$ cat src/rtl/alarm_melody_sequencer.sv
// Alarm melody sequencer: plays an 8-note ROM melody with gaps, pauses and repeats.
// Optional snooze state is compiled in when ALARM_SNOOZE_EN is defined.
module alarm_melody_sequencer #(
    parameter int unsigned TICK_DIV     = 100000,
    parameter int unsigned GAP_TICKS    = 20,
    parameter int unsigned PAUSE_TICKS  = 500,
    parameter int unsigned REPEATS      = 4,
    parameter int unsigned SNOOZE_TICKS = 300000
) (
    input  logic        CLK100MHZ,
    input  logic        CPU_RESETN,
    input  logic        start,
    input  logic        stop,
    input  logic        snooze,
    output logic [16:0] half_period,
    output logic        tone_en,
    output logic        AUD_SD,
    output logic        busy,
    output logic [2:0]  note_idx,
    output logic        done
);

    localparam int unsigned HPW   = 17;
    localparam int unsigned IW    = 3;
    localparam int unsigned RW    = 8;
    localparam int unsigned TW    = (TICK_DIV > 1) ? $clog2(TICK_DIV) : 1;
    localparam int unsigned MAX_A = (GAP_TICKS > PAUSE_TICKS) ? GAP_TICKS : PAUSE_TICKS;
    localparam int unsigned MAX_B = (MAX_A > SNOOZE_TICKS) ? MAX_A : SNOOZE_TICKS;
    localparam int unsigned MAX_D = (MAX_B > 400) ? MAX_B : 400;
    localparam int unsigned DW    = $clog2(MAX_D + 1);

    localparam logic [2:0] S_IDLE   = 3'd0;
    localparam logic [2:0] S_NOTE   = 3'd1;
    localparam logic [2:0] S_GAP    = 3'd2;
    localparam logic [2:0] S_PAUSE  = 3'd3;
`ifdef ALARM_SNOOZE_EN
    localparam logic [2:0] S_SNOOZE = 3'd4;
`else
    logic snooze_unused;
    assign snooze_unused = snooze;
`endif

    // Melody ROM: tone half-period in clocks (0 = rest) and duration in ticks
    function automatic logic [HPW-1:0] rom_hp(input logic [IW-1:0] i);
        case (i)
            3'd0:    rom_hp = 17'd113636;
            3'd1:    rom_hp = 17'd95557;
            3'd2:    rom_hp = 17'd75843;
            3'd3:    rom_hp = 17'd56818;
            3'd4:    rom_hp = 17'd0;
            3'd5:    rom_hp = 17'd75843;
            3'd6:    rom_hp = 17'd95557;
            default: rom_hp = 17'd113636;
        endcase
    endfunction

    function automatic logic [8:0] rom_ticks(input logic [IW-1:0] i);
        case (i)
            3'd3:    rom_ticks = 9'd300;
            3'd4:    rom_ticks = 9'd100;
            3'd7:    rom_ticks = 9'd400;
            default: rom_ticks = 9'd150;
        endcase
    endfunction

    logic [2:0]     state, state_n;
    logic [TW-1:0]  tick_cnt;
    logic [DW-1:0]  dur_cnt;
    logic [RW-1:0]  rep_cnt, rep_n, rep_inc_c;
    logic [HPW-1:0] hp_n;
    logic [IW-1:0]  idx_n, load_idx_c;
    logic           tone_n, aud_n, busy_n, done_n;
    logic           enter_c, load_note_c, tick_c, last_c;
    logic [DW-1:0]  target_c;

    assign tick_c = (tick_cnt == TW'(TICK_DIV - 1));

    always_comb begin
        target_c = '0;
        case (state)
            S_NOTE:   target_c = DW'(rom_ticks(note_idx));
            S_GAP:    target_c = DW'(GAP_TICKS);
            S_PAUSE:  target_c = DW'(PAUSE_TICKS);
`ifdef ALARM_SNOOZE_EN
            S_SNOOZE: target_c = DW'(SNOOZE_TICKS);
`endif
            default:  target_c = '0;
        endcase
    end

    assign last_c = tick_c && (dur_cnt == target_c - DW'(1));

    // Next state and next registered outputs; priority stop > snooze > timers
    always_comb begin
        state_n     = state;
        hp_n        = half_period;
        tone_n      = tone_en;
        aud_n       = AUD_SD;
        busy_n      = busy;
        idx_n       = note_idx;
        done_n      = 1'b0;
        rep_n       = rep_cnt;
        enter_c     = 1'b0;
        load_note_c = 1'b0;
        load_idx_c  = '0;
        rep_inc_c   = (rep_cnt == '1) ? rep_cnt : rep_cnt + RW'(1);

        case (state)
            S_IDLE: begin
                if (start) begin
                    load_note_c = 1'b1;
                    rep_n       = '0;
                end
            end
            S_NOTE: begin
                if (last_c) begin
                    state_n = S_GAP;
                    tone_n  = 1'b0;
                    enter_c = 1'b1;
                end
            end
            S_GAP: begin
                if (last_c) begin
                    if (note_idx != 3'd7) begin
                        load_note_c = 1'b1;
                        load_idx_c  = note_idx + IW'(1);
                    end else if ((REPEATS != 0) && (rep_inc_c == RW'(REPEATS))) begin
                        state_n = S_IDLE;
                        hp_n    = '0;
                        tone_n  = 1'b0;
                        aud_n   = 1'b0;
                        busy_n  = 1'b0;
                        idx_n   = '0;
                        done_n  = 1'b1;
                        rep_n   = '0;
                        enter_c = 1'b1;
                    end else begin
                        state_n = S_PAUSE;
                        rep_n   = rep_inc_c;
                        enter_c = 1'b1;
                    end
                end
            end
            S_PAUSE: begin
                if (last_c) begin
                    load_note_c = 1'b1;
                end
            end
`ifdef ALARM_SNOOZE_EN
            S_SNOOZE: begin
                if (last_c) begin
                    load_note_c = 1'b1;
                    rep_n       = '0;
                end
            end
`endif
            default: state_n = S_IDLE;
        endcase

        if (load_note_c) begin
            state_n = S_NOTE;
            idx_n   = load_idx_c;
            hp_n    = rom_hp(load_idx_c);
            tone_n  = (rom_hp(load_idx_c) != '0);
            busy_n  = 1'b1;
            aud_n   = 1'b1;
            enter_c = 1'b1;
        end

`ifdef ALARM_SNOOZE_EN
        if (snooze && (state == S_NOTE || state == S_GAP || state == S_PAUSE)) begin
            state_n = S_SNOOZE;
            hp_n    = half_period;
            idx_n   = note_idx;
            tone_n  = 1'b0;
            busy_n  = 1'b1;
            aud_n   = 1'b1;
            done_n  = 1'b0;
            rep_n   = rep_cnt;
            enter_c = 1'b1;
        end
`endif

        if (stop) begin
            state_n = S_IDLE;
            hp_n    = '0;
            tone_n  = 1'b0;
            aud_n   = 1'b0;
            busy_n  = 1'b0;
            idx_n   = '0;
            done_n  = 1'b0;
            rep_n   = '0;
            enter_c = 1'b1;
        end
    end

    always_ff @(posedge CLK100MHZ) begin
        if (!CPU_RESETN) begin
            state       <= S_IDLE;
            half_period <= '0;
            tone_en     <= 1'b0;
            AUD_SD      <= 1'b0;
            busy        <= 1'b0;
            note_idx    <= '0;
            done        <= 1'b0;
            rep_cnt     <= '0;
        end else begin
            state       <= state_n;
            half_period <= hp_n;
            tone_en     <= tone_n;
            AUD_SD      <= aud_n;
            busy        <= busy_n;
            note_idx    <= idx_n;
            done        <= done_n;
            rep_cnt     <= rep_n;
        end
    end

    // Interval timing restarts on every state entry so each interval is exact
    always_ff @(posedge CLK100MHZ) begin
        if (!CPU_RESETN) begin
            tick_cnt <= '0;
            dur_cnt  <= '0;
        end else if (enter_c || state == S_IDLE) begin
            tick_cnt <= '0;
            dur_cnt  <= '0;
        end else if (tick_c) begin
            tick_cnt <= '0;
            dur_cnt  <= dur_cnt + DW'(1);
        end else begin
            tick_cnt <= tick_cnt + TW'(1);
        end
    end

endmodule

$ cat config.mk
export PLATFORM = sky130hd
export DESIGN_NAME = alarm_melody_sequencer
export DESIGN_NICKNAME = d
export VERILOG_FILES = /design/src/rtl/alarm_melody_sequencer.sv
export SDC_FILE = /design/constraint.sdc
export NUM_CORES = 1
export LEC_CHECK = 0
export ABC_CLOCK_PERIOD_IN_PS = 7450
export CAP_MARGIN = 10
export CORE_ASPECT_RATIO = 0.7
export CORE_MARGIN = 2
export CORE_UTILIZATION = 50
export CTS_BUF_LIST = sky130_fd_sc_hd__clkbuf_8
export CTS_CLUSTER_SIZE = 8
export DETAILED_ROUTE_END_ITERATION = 6
export GPL_ROUTABILITY_DRIVEN = 0
export PLACE_DENSITY = 0.7
export RECOVER_POWER = 100
export SETUP_SLACK_MARGIN = 0.3
export SLEW_MARGIN = 20
export SYNTH_ARGS = -nofsm -noshare
export SYNTH_HDL_FRONTEND = slang
export SYNTH_SLANG_ARGS = --single-unit
$ cat constraint.sdc
create_clock -name CLK100MHZ -period 7.45 [get_ports CLK100MHZ]
set_input_delay 1.49 -clock CLK100MHZ [delete_from_list [all_inputs] [get_ports CLK100MHZ]]
set_output_delay 1.49 -clock CLK100MHZ [all_outputs]
set_load 0.05 [all_outputs]
# After elaboration in Yosys (flattened, before gate mapping)
# Index checks and enable logic that the tools add are counted.
[word_totals]
register_bits = 70
latch_bits = 0
ram_bits = 0
mem_bits_ro = 0
in_bits = 5
out_inout_bits = 24
n_memories = 0
[classes]
add_sub_neg = 5
multipliers = 0
n_div = 0
n_lt_le_gt_ge = 0
eq_ne = 27
shifts = 0
muxes = 48
n_bitwise = 4
n_reduce_logical = 22
[ops]
columns = ["cell", "count"]
rows = [
  ["$mux 17", 6],
  ["$pmux 17 s4", 1],
  ["$pmux 9 s3", 2],
  ["$mux 8", 5],
  ["$mux 3", 11],
  ["$add 19x1->19 const B", 1],
  ["$eq 19x19->1", 1],
  ["$sub 19x1->19 const B", 1],
  ["$add 17x1->17 const B", 1],
  ["$eq 17x17->1 const B", 1],
  ["$mux 1", 17],
  ["$reduce_bool 17->1", 1],
  ["$pmux 8 s2", 1],
  ["$reduce_and 4->1", 4],
  ["$eq 3x2->1 const B", 5],
  ["$eq 3x3->1 const B", 5],
  ["$ne 3x3->1 const B", 5],
  ["$ne 2x2->1 const B", 5],
  ["$reduce_or 2->1", 5],
  ["$pmux 3 s3", 1],
  ["$add 8x1->8 const B", 1],
  ["$eq 8x3->1 const B", 1],
  ["$eq 8x8->1 const B", 1],
  ["$reduce_bool 2->1", 4],
  ["14 further kinds", 20],
]

# Depth between registers and ports, before layout
# Gate-level depths: netlist (run 1).
[logic_depth]
ltp_word = 14
depth_mapped = 20

# Worst setup path before layout (run 1)
# OpenSTA, ideal clock, no wires.
[synth_path]
kind = "flip-flop to flip-flop"
startpoint = "register note_idx[0]"
endpoint = "register half_period[11]"
setup_ns = 0.122
arrival_time_ns = 4.354
setup_slack_ns = 2.975
path_stages_with_launch = 18
path_buffers = 1
cell_sequence = "dfxtp_1 -> ha_1 -> ha_1 -> or2_2 -> a31o_2 -> or2_2 -> ha_1 -> xor2_1 -> o211ai_1 -> nor2_1 -> and4_1 -> buf_2 -> nand2_1 -> nor3_1 -> ha_1 -> nor2b_1 -> mux2_2 -> a221o_1"
[synth_between]
elab_chain_cells = 12
elab_cells_between_ends = 32
classes_between = "add/sub: 2; eq/ne: 12; mux: 11; reduce/logical: 7"
[synth_rtl]
columns = ["element", "line_no", "rtl"]
rows = [
  ["start, declared", "19", "output logic [2:0] note_idx,"],
  ["start signal, assigned", "213", "note_idx <= idx_n;"],
  ["$eq 3x3->1 or $eq 3x2->1 (tied branches)", "58", "case (i)"],
  ["$pmux 9 s3", "58", ""],
  ["$pmux 9 s3", "80", "case (state)"],
  ["$sub 19x1->19", "91", "assign last_c = tick_c && (dur_cnt == target_c - DW'(1));"],
  ["$eq 19x19->1", "91", ""],
  ["$logic_and 1x1->1", "91", ""],
  ["$mux 3", "123", "if (last_c) begin"],
  ["$mux 3", "108", "case (state)"],
  ["$eq 3x3->1, or another cell as far along", "45", "case (i)"],
  ["$reduce_or 2->1 (no source line)", "n/a", ""],
  ["$pmux 17 s4", "45", ""],
  ["$mux 17", "160", "if (load_note_c) begin"],
  ["end signal, assigned", "209", "half_period <= hp_n;"],
  ["end, declared", "15", "output logic [16:0] half_period,"],
]
# Several ways; a longest one is shown, not always the timed one.
# A chain may end at the register's enable or synchronous reset.

# Worst setup path after layout (run 1)
[layout_path]
startpoint = "register note_idx[0]"
endpoint = "register tick_cnt[14]"
[layout_between]
elab_chain_cells = 12
elab_cells_between_ends = 20
classes_between = "add/sub: 1; eq/ne: 5; mux: 11; reduce/logical: 3"
[layout_rtl]
columns = ["element", "line_no", "rtl"]
rows = [
  ["$eq 3x3->1 or $eq 3x2->1 (tied branches)", "58", ""],
  ["$pmux 9 s3", "58", ""],
  ["$pmux 9 s3", "80", ""],
  ["$sub 19x1->19", "91", ""],
  ["$eq 19x19->1", "91", ""],
  ["$logic_and 1x1->1", "91", ""],
  ["$mux 1, on equally long branches", "116, 145, 123", ""],
  ["$pmux 1 s3 or $pmux 1 s2 (tied branches)", "108", ""],
  ["$mux 1 *", "160", ""],
  ["$mux 1 *", "184", "if (stop) begin"],
  ["$logic_or 1x1->1 *", "224", "end else if (enter_c || state == S_IDLE) begin"],
  ["$reduce_or 3->1 (no source line) *", "n/a", ""],
  ["end signal, assigned", "231", "tick_cnt <= tick_cnt + TW'(1);"],
  ["end, declared", "67", "logic [TW-1:0] tick_cnt;"],
]
# Mark *: on every way between the ends. The rest lies on a longest branch, timed or not.

==> run_results.csv, run 1 <==
group,metric,value,unit
die,coreArea,7190,µm²
yosys,synth_nets,463,
yosys,ys_seq_area_frac,0.344,
clock_tree,cts_buffers,9,
worst_hold_path,hold_path.class,"reg2reg",
global_routing,antenna_found_initial,0,
route,ant_nets,0,
route,vias,3119,
yosys,synth_edf_count,0,
route,drt-total-wl,7900,µm
final_layout,stdcell_count,561,
final_layout,diodes,0,
placement,portBuffers,26,
sta,max-slew-margin-rel,0.139,
final_layout,drive_gt1_frac,0.0713,
final_layout,fin_util,0.572,
yosys,ys.flop_type,"dfxtp_1",
sta,rsz0062_at_grt,"false",
final_layout,fin_nets,480,
setup_path,path_delay_family,"compound AO/OA/AOI/OAI gates",
setup_path,crit_chain,"ha_1 > ha_1 > or2_2 > a31o_2 > or2_2 > ha_1 > xnor2_1 > xnor2_1 > o21ai_0 > a211oi_1 > a41oi_1 > nand2_1 > a311o_1 > buf_4 > nor2_1",
sta,setup_viol,0,
pwr,switching_power,175,µW
yosys,syn_area,3670,µm²
clock_tree,holdBufCountCts,0,
pwr,p_clk_frac,0.418,
route,detail_route.vias_per_cell,5.56,
sta,hold_viol,0,
yosys,synth_seq_cells,63,
clock_tree,cts_setup_buffers,0,
clock_tree,tritoncts,"done",
global_routing,grt_pass1_wl,13100,µm
sta,worstMarginPinSlew,1.27,ns
sta,post-route-period-util,0.668,
global_routing,grt_pass1_vias,2710,
pwr,p_per_area,169,nW/µm²
setup_path,worstPathArrival,5.20,ns
final_layout,fillers,657,
clock_tree,clock_sinks,63,
die,rows,26,
placement,hpwl,5670,µm
die,dieArea,8050,µm²
job,cap_violations,0,
clock_tree,root_buffer,"clkbuf_8",
sta,max_freq,201,MHz
die,dieHeight,75.7,µm
yosys,yosys.cell_types.count,62,
sta,finalSetupTns,0,ns
sta,finClkSkew,0.00836,ns
clock_tree,path_clk_slew,0.07,ns
yosys,async_flop_share,0,
die,initial_core_util,0.510,
setup_path,worstSetupPathType,"reg2reg",
route,firstDrtPassIters,4,
pwr,p_comb_frac,0.089,
setup_path,start_kind,"register",
yosys,yosys.area.top_type,"dfxtp_1",
sta,slew_violations,0,
placement,dp_slack,2.60,ns
setup_path,slowest_stage,"a41oi_1",
sta,period_minus_slack,4.98,ns
setup_path,critPathBufInv,1,
placement,dp.cells,545,
clock_tree,post_cts_resized,0,
route,first_iter_violations,169,
yosys,synth_cells,441,
placement,dpl_cell_area,3950,µm²
sta,timing.final.ws_setup,2.47,ns
final_layout,final_cell_mix,"65 x nor2_1, 63 x dfxtp_1, 32 x nand3_1",
outcome,status,"finished clean",
final_layout,stdcell_area,4110,µm²
setup_path,crit_required,7.67,ns
final_layout,final_common_cell,"nor2_1",
pwr,p_int,519,µW
yosys,ys_top_cells_by_area,"dfxtp_1 34%, nor2_1 6.6%, ha_1 5.8%",
yosys,synth_top_cell_area_share,0.344,
global_routing,grt_max_degree,37,
global_routing,overflow,0,
pwr,switching_share,0.253,
final_layout,areaGrowthSynthToFinish,12.1,%
clock_tree,htree_levels,3,
global_routing,track_usage,0.209,
setup_path,critPathCaptureType,"register",
setup_path,max_stage_delay,0.71,ns
pwr,power.leakage,0.00147,µW
yosys,syn_avg_cell_area,8.32,µm²
setup_path,cp_max_fo,36,
die,fp.dieW,106,µm
die,io_pins,29,
clock_tree,clk_latency,0.34,ns
clock_tree,clockBufferDepth,2,
setup_path,path_common_cell,"ha_1",
route,drc,0,
pwr,sequentialPowerShare,0.494,
yosys,yosys_warnings,0,
route,wire_per_inst,14.1,µm
pwr,ir_worst_vdd,0.0000750,V
sequential cells by signal, indices dropped and copies added (netlist names):
| name | flops |
|---|---|
| dur_cnt | 19 |
| rep_cnt | 8 |
| tick_cnt | 17 |
| half_period | 11 |
| note_idx | 3 |
| busy | 1 |
| state | 2 |
| done | 1 |
| tone_en | 1 |
per-stage QoR:
step	total power (µW)	hold slack (ns)
2_1_floorplan	400	0.454
3_3_place_gp	414	0.438
3_5_place_dp	414	0.453
4_1_cts	705	0.464
5_1_grt	724	0.473
6_report	695	0.460
power by group through the flow:
stage	clock network (µW)	registers [µW]	logic, µW
floorplan	0	360	40.1
global placement	0	350	63.2
detailed placement	0	351	63.6
CTS	299	343	63.8
global route	314	343	66.9
finish	290	343	61.6
cell type report:
cell class,count,area (µm²),share of cell area
Inverter,19,71.3,0.0173
Clock buffer,10,138,0.0335
Clock inverter,6,53.8,0.0131
Multi-Input combinational cell,337,2190,0.533
Tap cell,98,123,0.0298
Sequential cell,63,1260,0.307
Timing Repair Buffer,28,275,0.0669
worst paths after layout:
| check | start | end | slack [ns] | cells past startpoint |
|---|---|---|---|---|
| worst max-delay path | note_idx[0] | tick_cnt[14] | 2.47 | 15 |
| worst min-delay path | half_period[9] | half_period[9] | 0.46 | 2 |
| worst max register to register | note_idx[0] | tick_cnt[14] | 2.47 | 15 |
| worst min register to register | half_period[9] | half_period[9] | 0.46 | 2 |
cells in the mapped netlist (6+ instances only):
| library cell | number |
|---|---|
| nor2_1 | 65 |
| dfxtp_1 | 63 |
| nand3_1 | 32 |
| nand2_1 | 24 |
| xor2_1 | 21 |
| a21oi_1 | 20 |
| xnor2_1 | 20 |
| inv_1 | 19 |
| nor3_1 | 18 |
| ha_1 | 17 |
| o21ai_0 | 9 |
| nand4_1 | 8 |
| buf_2 | 7 |
| buf_4 | 7 |
| clkbuf_1 | 7 |
| nor2b_1 | 7 |
| or4_1 | 7 |
| and3_1 | 6 |
cell families after synthesis:
kind of cell / share of synthesized area
other: 0.00102
AND/OR/NAND/NOR: 0.282
adder cells (fa/ha/maj): 0.0580
XOR/XNOR: 0.0979
multiplexers: 0.0290
buffers and inverters: 0.0515
flip-flops: 0.344
AO/OA/AOI/OAI: 0.137
tightest hold or removal path: cells and delay by family, from the launching register on:
family	cells	cell delay (ns)
AOI/OAI and AO/OA	1	0.05
and+or+nand+nor	1	0.06
DFF	1	0.31
routing by layer:
| metal | up-vias | track usage | wire, µm |
|---|---|---|---|
| li1 | 1593 | - | - |
| met3 | 8 | 0.0539 | 352 |
| met4 | 0 | 0.0746 | 81 |
| met5 | - | 0 | 0 |
| met2 | 50 | 0.278 | 3130 |
| met1 | 1468 | 0.321 | 4340 |
No activity file was read; power rests on OpenSTA's default activity.
==> inputs of run 2 (changes only) <==
--- a/config.mk
+++ b/config.mk
@@ -5,7 +5,7 @@
 export SDC_FILE = /design/constraint.sdc
 export NUM_CORES = 1
 export LEC_CHECK = 0
-export ABC_CLOCK_PERIOD_IN_PS = 7450
+export ABC_CLOCK_PERIOD_IN_PS = 4250
 export CAP_MARGIN = 10
 export CORE_ASPECT_RATIO = 0.7
 export CORE_MARGIN = 2
@@ -14,7 +14,7 @@
 export CTS_CLUSTER_SIZE = 8
 export DETAILED_ROUTE_END_ITERATION = 6
 export GPL_ROUTABILITY_DRIVEN = 0
-export PLACE_DENSITY = 0.7
+export PLACE_DENSITY = 0.73
 export RECOVER_POWER = 100
 export SETUP_SLACK_MARGIN = 0.3
 export SLEW_MARGIN = 20
==> constraint.sdc (replaced) <==
create_clock -name CLK100MHZ -period 4.25 [get_ports CLK100MHZ]
set_input_delay 0.85 -clock CLK100MHZ [delete_from_list [all_inputs] [get_ports CLK100MHZ]]
set_output_delay 0.85 -clock CLK100MHZ [all_outputs]
set_load 0.05 [all_outputs]
==> run 2 against run 1 <==
Total power is 79% higher; via count grew 5.5%; clock-buffer cell count rose by 1; combinational power rose by 96%; flip-flop and latch count unchanged; cell count rose by 3.4%; die area is the same; first-iteration DRC count increased by 25%; non-clock buffer count increased by 20; core utilization is 4.9 points higher; critical path depth up 3; critical endpoint is now half_period[12]; global-route usage is 1.1 points higher.
==> run_results.csv, run 2 (synthesis results as in run 1) <==
group,metric,value,unit
outcome,status,"finished clean",
placement,dpl_cell_area,4110,µm²
final_layout,reg.largest.list,"dur_cnt x19, tick_cnt x17, half_period x11",
global_routing,grt_max_degree,37,
global_routing,grt_pass1_wl,14000,µm
global_routing,antenna_found_initial,0,
route,ant_nets,0,
pwr,power.leakage,0.00160,µW
final_layout,fin_nets,500,
setup_path,cp_max_fo,6,
die,dieArea,8050,µm²
die,rows,26,
pwr,p_per_area,279,nW/µm²
final_layout,multiInputGateArea,2380,µm²
pwr,ir_worst_vdd,0.000149,V
sta,finClkSkew,0.00837,ns
die,fp.dieW,106,µm
sta,slew_violations,0,
route,drt-total-wl,8610,µm
route,firstDrtPassIters,5,
sta,post-route-period-util,0.946,
job,cap_violations,0,
sta,setup_viol,0,
final_layout,final_common_cell,"nor2_1",
route,detail_route.vias_per_cell,5.67,
clock_tree,root_buffer,"clkbuf_8",
setup_path,worstPathArrival,4.26,ns
clock_tree,path_clk_slew,0.07,ns
sta,rsz0062_at_grt,"true",
sta,finalSetupTns,0,ns
die,coreArea,7190,µm²
final_layout,areaGrowthSynthToFinish,21.6,%
route,drc,0,
route,first_iter_violations,212,
sta,worstMarginPinSlew,1.06,ns
route,wire_per_inst,14.8,µm
clock_tree,clockBufferDepth,2,
setup_path,crit_required,4.49,ns
worst_hold_path,hold_path.class,"reg2reg",
global_routing,track_usage,0.221,
clock_tree,clock_sinks,63,
final_layout,stdcell_area,4460,µm²
clock_tree,cts_buffers,9,
setup_path,critPathCaptureType,"register",
die,io_pins,29,
final_layout,largest_register,"dur_cnt",
sta,hold_viol,0,
final_layout,largest_reg_flops,19,
final_layout,seq_area,1270,µm²
sta,max_freq,249,MHz
placement,hpwl,6050,µm
global_routing,grt_pass1_vias,2928,
sta,max-slew-margin-rel,0.284,
placement,portBuffers,26,
sta,period_minus_slack,4.02,ns
clock_tree,htree_levels,3,
final_layout,diodes,0,
final_layout,final_cell_mix,"65 x nor2_1, 61 x dfxtp_1, 32 x nand3_1",
setup_path,worstSetupPathType,"reg2reg",
die,dieHeight,75.7,µm
clock_tree,tritoncts,"done",
final_layout,fillers,609,
clock_tree,holdBufCountCts,0,
route,vias,3290,
die,initial_core_util,0.510,
global_routing,overflow,0,
clock_tree,clk_latency,0.34,ns
setup_path,start_kind,"register",
final_layout,drive_gt1_frac,0.158,
## run 2: timing repair
item | 4_1_cts | 5_1_grt
setup buffers | 5 | 7
endpoints found under the setup margin | 7 | 44
gates resized for setup | 6 | 16
pin swaps | 5 | 10
## run 2: critical path, stage by stage (launching register included)
cell and delay, ns:
dfxtp_1 0.35, ha_4 0.20, ha_4 0.16, or2_4 0.24, a31o_2 0.21, or2_4 0.23, ha_4 0.16, xnor2_2 0.13
xnor2_1 0.22, o211ai_1 0.12, nor2_1 0.13, and4_1 0.29, and4_1 0.31, inv_1 0.11, ha_4 0.27, nor2b_4 0.13
mux2_4 0.31, nand2b_4 0.14, a22o_1 0.19
## run 2: final cells by class
type	count	area share
multi-input combinational	337	0.533
clock inverter	4	0.0104
tap	98	0.0275
clock buffer	11	0.0339
inverter	19	0.0160
timing repair buffer	48	0.0953
sequential	63	0.284
## run 2: report_power, final
part	switching, µW	internal [µW]
combinational	79.2	41.6
clock	227	296
sequential	4.39	595
total	311	933
## run 2: worst paths after layout
check	start	end	slack, ns	depth (start not counted)
max	note_idx[1]	half_period[12]	0.23	18
min	half_period[1]	half_period[1]	0.45	1
max reg2reg	note_idx[1]	half_period[12]	0.23	18
min reg2reg	half_period[1]	half_period[1]	0.45	1
## run 2: per-stage QoR
step	power [µW]	setup WS (ns)	hold WS (ns)	util	cells
finish	1240	0.227	0.447	0.621	580
global route	1290	0.0725	0.474	0.621	580
CTS	1260	0.323	0.456	0.608	573
detailed placement	733	0.113	0.439	0.571	553
global placement	731	0.186	0.439	0.571	553
floorplan	702	0.317	0.454	-	441
## run 2: metal layers
metal  track usage  vias to the layer above  part of all wire
met2         0.335                       89              0.44
met1         0.314                     1557              0.50
met3        0.0522                       14             0.050
met4        0.0687                        0             0.011
met5             0                        -                 0
li1              -                     1630                 -
==> inputs of run 3 (changes only) <==
--- a/config.mk
+++ b/config.mk
@@ -10,7 +10,6 @@
 export CORE_ASPECT_RATIO = 0.7
 export CORE_MARGIN = 2
 export CORE_UTILIZATION = 50
-export CTS_BUF_LIST = sky130_fd_sc_hd__clkbuf_8
 export CTS_CLUSTER_SIZE = 8
 export DETAILED_ROUTE_END_ITERATION = 6
 export GPL_ROUTABILITY_DRIVEN = 0
==> run 3 against run 2 <==
Clock skew up 0.00058 ns; global-route usage unchanged; hold slack is essentially flat; sequential power hardly changed; final area stayed put; largest cell class unchanged; highest routed layer unchanged.
==> run_results.csv, run 3 (synthesis results as in run 1) <==
group,metric,value,unit
placement,portBuffers,26,
route,routed-wl-met2,3810,µm
sta,rsz0062_at_grt,"true",
placement,hpwl,6050,µm
global_routing,grt_max_degree,37,
setup_path,critPathCaptureType,"register",
pwr,ir_worst_vdd,0.000149,V
route,drc,0,
final_layout,drive_gt1_frac,0.158,
route,drt-total-wl,8650,µm
die,coreArea,7190,µm²
setup_path,r2r_end,"half_period[12]",
sta,post-route-period-util,0.948,
final_layout,reg.largest.list,"dur_cnt x19, tick_cnt x17, half_period x11",
setup_path,cp_max_fo,6,
worst_hold_path,hold_depth,1,
sta,hold_viol,0,
worst_hold_path,min_from,"half_period[1]",
global_routing,overflow,0,
placement,dp_slack,0.113,ns
die,rows,26,
final_layout,final_common_cell,"nor2_1",
die,dieHeight,75.7,µm
final_layout,largest_reg_flops,19,
worst_hold_path,hold_end,"half_period[1]",
worst_hold_path,hold_path.class,"reg2reg",
clock_tree,root_buffer,"clkbuf_8",
sta,finalSetupTns,0,ns
final_layout,areaGrowthSynthToFinish,21.6,%
sta,setup_viol,0,
global_routing,track_usage,0.221,
sta,worstMarginPinSlew,1.07,ns
route,wl_met3,391,µm
die,initial_core_util,0.510,
sta,max-slew-margin-rel,0.280,
final_layout,diodes,0,
pwr,power.leakage,0.00159,µW
sta,slew_violations,0,
route,highest_layer,"met4",
final_layout,seq_area,1270,µm²
route,ant_nets,0,
sta,period_minus_slack,4.03,ns
final_layout,stdcell_area,4460,µm²
route,wire_per_inst,14.9,µm
sta,max_freq,248,MHz
placement,dp.cells,553,
setup_path,crit_required,4.49,ns
placement,dpl_cell_area,4110,µm²
route,first_iter_violations,210,
sta,timing.final.ws_setup,0.222,ns
final_layout,stdcell_count,580,
global_routing,grt_pass1_vias,2928,
die,io_pins,29,
route,vias,3291,
die,dieArea,8050,µm²
clock_tree,holdBufCountCts,0,
final_layout,multiInputGateArea,2380,µm²
final_layout,fin_nets,500,
setup_path,worstPathArrival,4.27,ns
clock_tree,clock_sinks,63,
clock_tree,path_clk_slew,0.07,ns
setup_path,reg2reg_depth,18,
clock_tree,cts_buffers,9,
pwr,p_per_area,280,nW/µm²
setup_path,start_kind,"register",
die,fp.dieW,106,µm
clock_tree,clk_latency,0.34,ns
clock_tree,htree_levels,3,
final_layout,final_cell_mix,"65 x nor2_1, 61 x dfxtp_1, 32 x nand3_1",
route,detail_route.vias_per_cell,5.67,
final_layout,fillers,609,
setup_path,reg2reg_slack,0.22,ns
clock_tree,tritoncts,"done",
outcome,status,"finished clean",
final_layout,largest_register,"dur_cnt",
global_routing,grt_pass1_wl,14000,µm
sta,finClkSkew,0.00895,ns
job,cap_violations,0,
setup_path,reg2reg_from,"note_idx[1]",
setup_path,worstSetupPathType,"reg2reg",
route,firstDrtPassIters,5,
clock_tree,clockBufferDepth,2,
global_routing,antenna_found_initial,0,
route,drt-met1-wl,4350,µm
-- run 3: changes by cell type in the layout (fill, tap and decap cells not counted) --
cell,change
clkbuf_1,+1
inv_1,-1
-- run 3: layout make-up --
cell class / instances / share of cell area
clock buffers: 12 / 0.0348
multi-input cells: 337 / 0.533
repair buffers: 48 / 0.0953
clock inverters: 3 / 0.00953
inverters: 19 / 0.0160
flip-flops and latches: 63 / 0.284
well taps: 98 / 0.0275
-- run 3: timing repair --
action                                  CTS  global route
endpoints found under the setup margin    7            44
gates resized for setup                   6            16
buffers inserted                          5             7
pin swaps                                 5            10
-- run 3: critical path, cell delays in order, from the launching register on --
cell      delay, ns
dfxtp_1        0.35
ha_4           0.20
ha_4           0.16
or2_4          0.24
a31o_2         0.21
or2_4          0.23
ha_4           0.16
xnor2_2        0.13
xnor2_1        0.23
o211ai_1       0.12
nor2_1         0.13
and4_1         0.29
and4_1         0.31
inv_1          0.11
ha_4           0.27
nor2b_4        0.13
mux2_4         0.31
nand2b_4       0.14
a22o_1         0.19
-- run 3: per-stage QoR --
step | util | hold WS (ns) | total power [µW]
3_3_place_gp | 0.571 | 0.439 | 731
6_report | 0.621 | 0.447 | 1250
3_5_place_dp | 0.571 | 0.439 | 733
4_1_cts | 0.608 | 0.456 | 1260
5_1_grt | 0.621 | 0.474 | 1290
2_1_floorplan | - | 0.454 | 702
-- run 3: routing by layer --
metal  vias up  GRT usage
met5         -          0
met4         0     0.0687
met3        13     0.0522
met2        83      0.335
met1      1568      0.314
li1       1627          -
-- run 3: worst max-delay path by stage --
stage	startpoint	to	slack, ns	cells past startpoint
5_1_grt	note_idx[1]	half_period[12]	0.07	18
2_1_floorplan	note_idx[0]	half_period[11]	0.32	20
3_5_place_dp	note_idx[0]	half_period[11]	0.11	19
4_1_cts	note_idx[1]	half_period[11]	0.32	18
6_report	note_idx[1]	half_period[12]	0.22	18
3_3_place_gp	note_idx[0]	half_period[11]	0.19	19
-- run 3: power by group --
group / internal (µW) / leakage, µW / total (µW) / switching, µW
sequential: 595 / 0.000510 / 600 / 4.43
combinational: 41.6 / 0.000986 / 121 / 79.0
clock: 299 / 0.0000985 / 527 / 228
